--- config.mk ---
export PLATFORM = sky130hd
export DESIGN_NAME = accum_ctrl
export DESIGN_NICKNAME = d
export VERILOG_FILES = /design/src/rtl/accum_ctrl.sv
export SDC_FILE = /design/constraint.sdc
export NUM_CORES = 1
export LEC_CHECK = 0
export CORE_MARGIN = 1
export CORE_UTILIZATION = 30
export DETAILED_ROUTE_END_ITERATION = 16
export GPL_ROUTABILITY_DRIVEN = 0
export REMOVE_ABC_BUFFERS = 1
export SLEW_MARGIN = 20
export SYNTH_ARGS = -nofsm -noshare
export SYNTH_HDL_FRONTEND = slang
export SYNTH_SLANG_ARGS = --single-unit
--- constraint.sdc ---
create_clock -name clk -period 2.9 [get_ports clk]
set_input_delay 0.58 -clock clk [delete_from_list [all_inputs] [get_ports clk]]
set_output_delay 0.58 -clock clk [all_outputs]
set_load 0.02 [all_outputs]
--- src/rtl/accum_ctrl.sv ---
// Accumulator-table sequencer: diagonally skewed per-column read/write/clear streams for one tile pass.
// Optional busy-cycle counter enabled by defining ACCUM_CTRL_PERF_EN.
module accum_ctrl #(
  parameter int SYS_ARR_COLS = 16,
  parameter int MAX_ROWS_NUM = 128,
  parameter int MAX_OUT_COLS = 128,
  parameter int RMW_LAT      = 2,
  localparam int NUM_ACCUM_ROWS = MAX_ROWS_NUM * (MAX_OUT_COLS / SYS_ARR_COLS),
  localparam int AW = $clog2(NUM_ACCUM_ROWS),
  localparam int RW = $clog2(MAX_ROWS_NUM) + 1
) (
  input  logic                       clk,
  input  logic                       rst_n,
  input  logic                       start,
  input  logic                       accumulate,
  input  logic [AW-1:0]              base_addr,
  input  logic [RW-1:0]              num_rows,
  input  logic                       clear_req,
  output logic                       busy,
  output logic                       done,
  output logic [SYS_ARR_COLS-1:0]    clear,
  output logic [SYS_ARR_COLS-1:0]    rd_en,
  output logic [SYS_ARR_COLS-1:0]    wr_en,
  output logic [AW*SYS_ARR_COLS-1:0] rd_address,
  output logic [AW*SYS_ARR_COLS-1:0] wr_address,
  output logic [31:0]                perf_cycles
);

  localparam int C  = SYS_ARR_COLS;
  localparam int KW = $clog2(MAX_ROWS_NUM + SYS_ARR_COLS + RMW_LAT) + 1;

  typedef enum logic [1:0] {IDLE, RUN, CLEAR, DONE} state_t;

  state_t         state_q, state_d;
  logic           acc_q;
  logic [RW-1:0]  rows_q;
  logic [AW-1:0]  row_q;
  logic [KW-1:0]  k_q;
  logic [KW-1:0]  run_last;
  logic           src_vld;
  logic           row_last;

  logic [C-2:0]   skv_q;
  logic [AW-1:0]  ska_q [C-1];
  logic [C-1:0]   col_vld;
  logic [AW-1:0]  col_adr [C];

  logic [RMW_LAT-1:0] wv_q [C];
  logic [AW-1:0]      wa_q [C][RMW_LAT];

  function automatic logic [AW-1:0] wrap_inc(input logic [AW-1:0] a);
    if (a == AW'(NUM_ACCUM_ROWS - 1)) return '0;
    return a + AW'(1);
  endfunction

  // Last RUN cycle: final row of the last column written back.
  assign run_last = KW'(rows_q) + KW'(C + RMW_LAT - 2);
  assign src_vld  = (state_q == RUN) && (k_q < KW'(rows_q));
  assign row_last = (k_q + KW'(1)) >= KW'(rows_q);

  always_ff @(posedge clk or negedge rst_n) begin
    if (!rst_n) state_q <= IDLE;
    else        state_q <= state_d;
  end

  always_comb begin
    state_d = state_q;
    unique case (state_q)
      IDLE: begin
        if (start)          state_d = RUN;
        else if (clear_req) state_d = CLEAR;
      end
      RUN:     if (rows_q == '0 || k_q == run_last) state_d = DONE;
      CLEAR:   state_d = DONE;
      DONE:    state_d = IDLE;
      default: state_d = IDLE;
    endcase
  end

  always_comb begin
    busy  = 1'b0;
    done  = 1'b0;
    clear = '0;
    unique case (state_q)
      RUN:   busy = 1'b1;
      CLEAR: begin
        busy  = 1'b1;
        clear = '1;
      end
      DONE:    done = 1'b1;
      default: ;
    endcase
  end

  always_ff @(posedge clk or negedge rst_n) begin
    if (!rst_n) begin
      acc_q  <= 1'b0;
      rows_q <= '0;
      row_q  <= '0;
      k_q    <= '0;
    end else if (state_q == IDLE && start) begin
      acc_q  <= accumulate;
      rows_q <= num_rows;
      row_q  <= base_addr;
      k_q    <= '0;
    end else if (state_q == RUN) begin
      k_q <= k_q + KW'(1);
      // Stop advancing on the final row so column 0's address holds its last value.
      if (src_vld && !row_last) row_q <= wrap_inc(row_q);
    end
  end

  // Diagonal skew: column c sees column 0's row stream delayed by c cycles.
  always_ff @(posedge clk or negedge rst_n) begin
    if (!rst_n) begin
      skv_q <= '0;
      for (int c = 0; c < C - 1; c++) ska_q[c] <= '0;
    end else begin
      skv_q[0] <= src_vld;
      if (src_vld) ska_q[0] <= row_q;
      for (int c = 1; c < C - 1; c++) begin
        skv_q[c] <= skv_q[c-1];
        if (skv_q[c-1]) ska_q[c] <= ska_q[c-1];
      end
    end
  end

  assign col_vld = {skv_q, src_vld};

  // Write side trails each column's read by RMW_LAT cycles, issued regardless of mode.
  always_ff @(posedge clk or negedge rst_n) begin
    if (!rst_n) begin
      for (int c = 0; c < C; c++) begin
        wv_q[c] <= '0;
        for (int j = 0; j < RMW_LAT; j++) wa_q[c][j] <= '0;
      end
    end else begin
      for (int c = 0; c < C; c++) begin
        wv_q[c][0] <= col_vld[c];
        if (col_vld[c]) wa_q[c][0] <= col_adr[c];
        for (int j = 1; j < RMW_LAT; j++) begin
          wv_q[c][j] <= wv_q[c][j-1];
          if (wv_q[c][j-1]) wa_q[c][j] <= wa_q[c][j-1];
        end
      end
    end
  end

  genvar gi;
  generate
    for (gi = 0; gi < C; gi++) begin : g_col
      if (gi == 0) begin : g_src
        assign col_adr[gi] = row_q;
      end else begin : g_skew
        assign col_adr[gi] = ska_q[gi-1];
      end
      assign rd_en[gi]                  = col_vld[gi] & acc_q;
      assign wr_en[gi]                  = wv_q[gi][RMW_LAT-1];
      assign rd_address[AW*gi +: AW]    = col_adr[gi];
      assign wr_address[AW*gi +: AW]    = wa_q[gi][RMW_LAT-1];
    end
  endgenerate

`ifdef ACCUM_CTRL_PERF_EN
  logic [31:0] perf_q;

  always_ff @(posedge clk or negedge rst_n) begin
    if (!rst_n)                    perf_q <= '0;
    else if (busy && perf_q != '1) perf_q <= perf_q + 32'd1;
  end

  assign perf_cycles = perf_q;
`else
  assign perf_cycles = '0;
`endif

endmodule

==> impl_metrics.yaml, run 1 <==
outcome:
  status: "completed"
worst_setup_path:
  r2r_end: "row_q[9]"
  cp-start-kind: "register"
  required_ns: 2.32
  cp_max_fo: 4
  cp-end-kind: "output pin"
  worstSetupPathType: "reg2out"
  r2r_start: "k_q[0]"
  startpoint: "rows_q[4]"
  cp.arrival_ns: 2.19
  rrSetupSlack_ns: 0.16
  critPathCapture: "rd_en[0]"
  reg2reg_depth: 12
yosys:
  synthFlopType: "dfrtp_1"
  postSynth.asyncResetShare_pct: 100
  synth_edf_count: 0
  syn-cell-area_sq_um: 10400
  syn_inst: 841
  ys_ff_latch: 217
  synth_cell_types: 48
  synth.avg_cell_area_sq_um: 12.4
  ys_seq_area_share_pct: 52.1
  yosys_warnings: 0
global_route:
  gr-total-overflow: 0
  antenna_found_initial: 0
  grt_usage_pct: 16.1
  grt_pass1_vias: 6726
  grt_pass1_wl_um: 44000
  grt_max_degree: 81
job:
  cap_violations: 0
worst_hold_path:
  min_delay_path_depth: 1
  hold_path.class: "reg2reg"
timing:
  finalCritPeriodShare_pct: 95.4
  holdWs_ns: 0.505
  tightest_slew_ns: 0.673
  maxSlewViolCount: 0
  timing.slew.headroom_pct: 55.0
  hold_viol: 0
  rsz0062_at_grt: "no"
  setup_viol: 0
  max_freq_ghz: 0.361
  fin_skew_ns: 0.0127
  fin_crit_ns: 2.77
layout:
  stdcell_count: 1554
  num-fill-cells: 3210
  final_layout_size_suffix_gt1_share_pct: 22.5
  diodes: 0
  fin_nets: 1136
  area_growth_pct: 39.9
cts:
  cts_tree: "built"
  post_cts_buffers: 0
  cts-root-buf: "clkbuf_16"
  h-tree-depth: 1
  cts_made_buffers: 26
  cts_sinks: 217
  insertion_delay_ns: 0.53
  clk_pin_slew_ns: 0.06
  clock_path_buffers: 3
drt:
  top_layer_used: "met4"
  initialDrtViolationCount: 205
  met1_length_um: 12100
  finalWirelength_um: 29600
  ant_nets: 0
  wl_per_cell_um: 19.0
  vias: 6900
  vias_per_cell: 4.44
  route.met2.wl_um: 15100
  wl_met3_um: 1700
  dr.pass1.iters: 4
  route.detailed.drc: 0
placement:
  portBuffers: 392
  dp.final_hpwl_um: 22300
  placed_cells: 1508
die:
  die_w_um: 188
  initial_utilization_pct: 30.8
  die-area_sq_um: 35500
  std_cell_rows: 67
  core_area_sq_um: 33900
  ios: 425
  die_h_um: 188
power:
  vdd_drop_max_mv: 0.667
  p_leak_uw: 0.00639
  power.density_nw_per_um2: 1240
[area by class of cell]
class	instances	area (sq um)	share of cell area, %
clock inverter	9	163	1.12
clock buffer	36	738	5.06
sequential	217	5430	37.2
timing repair buffer	419	4190	28.7
inverter	16	60.1	0.412
tap	448	561	3.84
multi-input combinational	409	3450	23.6
[cells by family (layout without fill, tap and decap cells)]
family	after synthesis	after routing	synth area share, %
compound gates	46	46	2.75
xor+xnor	17	17	1.43
simple gates	120	120	6.15
mux	170	170	18.4
other cells	1	32	0.0360
fa+ha+maj	24	24	2.88
buf+inv	246	480	16.3
flops	217	217	52.1
[cell usage in the layout (no fill, tap or decap), types with 16 or more instances in the layout]
cell and instances:
ha_1 22, inv_1 16, nor2_1 25, buf_4 22, clkbuf_16 26, dfrtp_1 215, conb_1 32, nand2_1 29
mux2_2 169, and2_1 16, clkdlybuf4s50_1 390
[metrics by stage]
stage	power [uW]	util, %	setup slack, ns	instance area, sq um	TNS (ns)
global placement	14800	40.3	0.116	13600	0
finish	18200	43.1	0.133	14600	0
detailed placement	14900	40.3	0.0743	13600	0
global route	19100	43.1	0.00151	14600	0
floorplan	9620	-	-0.394	8900	-6.31
CTS	18400	43.0	0.0526	14500	0
[worst max-delay path, stage by stage, from the launching register on]
cell and delay [ns]:
dfrtp_1 0.40, inv_1 0.18, ha_4 0.24, a211oi_2 0.18
nand2_1 0.09, o221ai_2 0.21, nand2_1 0.11, nor2_1 0.10
buf_4 0.15
[how the worst min path moves through the flow]
stage | start | end | slack [ns]
final | wr_address[154] | wr_address[154] | 0.50
after detailed placement | wr_address[154] | wr_address[154] | 0.50
after global routing | wr_address[156] | wr_address[156] | 0.53
after global placement | wr_address[159] | wr_address[159] | 0.49
after floorplan | rst_n | acc_q | 0.28
after CTS | wr_address[154] | wr_address[154] | 0.51
[synth_stat cells (2+ instances only)]
cell type    n  area, sq um
and2_1      16          100
xor2_1      11         96.3
o21ai_0     13         65.1
a31oi_1      8         50.1
nand2b_1     2         12.5
dfrtp_1    217         5430
a21o_1       2         15.0
mux2_2     169         1900
nor2b_1      3         18.8
clkbuf_1    22         82.6
nand3_1     10         50.1
a21oi_1     10         50.1
o211ai_1     2         15.0
o31ai_1      2         15.0
xnor2_1      6         52.6
nor2_1      27          101
inv_1       16         60.1
buf_2        5         25.0
buf_4      201         1510
ha_1        24          300
nand2_1     29          109
nand4_1      8         50.1
nor4_1       2         12.5
or4_1        4         30.0
and3_1       2         12.5
or3_1        7         43.8
buf_6        2         22.5
[state kept, by name, summed over array words and instances, names as in the netlist]
register    flops
row_q          10
wr_en           1
rows_q          8
wr_address    160
wa_q           10
wv_q           16
state_q         2
acc_q           1
k_q             9
[where the power goes]
part | switching (uW) | total [uW] | internal [uW]
combinational | 4540 | 9180 | 4640
sequential | 1460 | 5560 | 4100
clock | 1280 | 3400 | 2130
total | 7280 | 18200 | 10900
[repair_timing]
action	in CTS	in global routing
resized for setup	6	8
endpoints found under the setup margin	1	11
pin swaps	0	1
hold endpoints to repair	55	0
hold buffers	1	0
[routing by layer]
metal	GRT usage, %	up-vias
met5	0	-
met4	4.03	0
met3	3.17	32
met2	28.7	268
met1	19.9	3478
li1	-	3122
Note: power is estimated with default switching activity, not from simulation.
==> inputs of run 2 (changes only) <==
SLEW_MARGIN = not set   (was 20)
==> results of run 2 <==
Same layout as run 1: the final DEF is identical, and so are final timing and power.
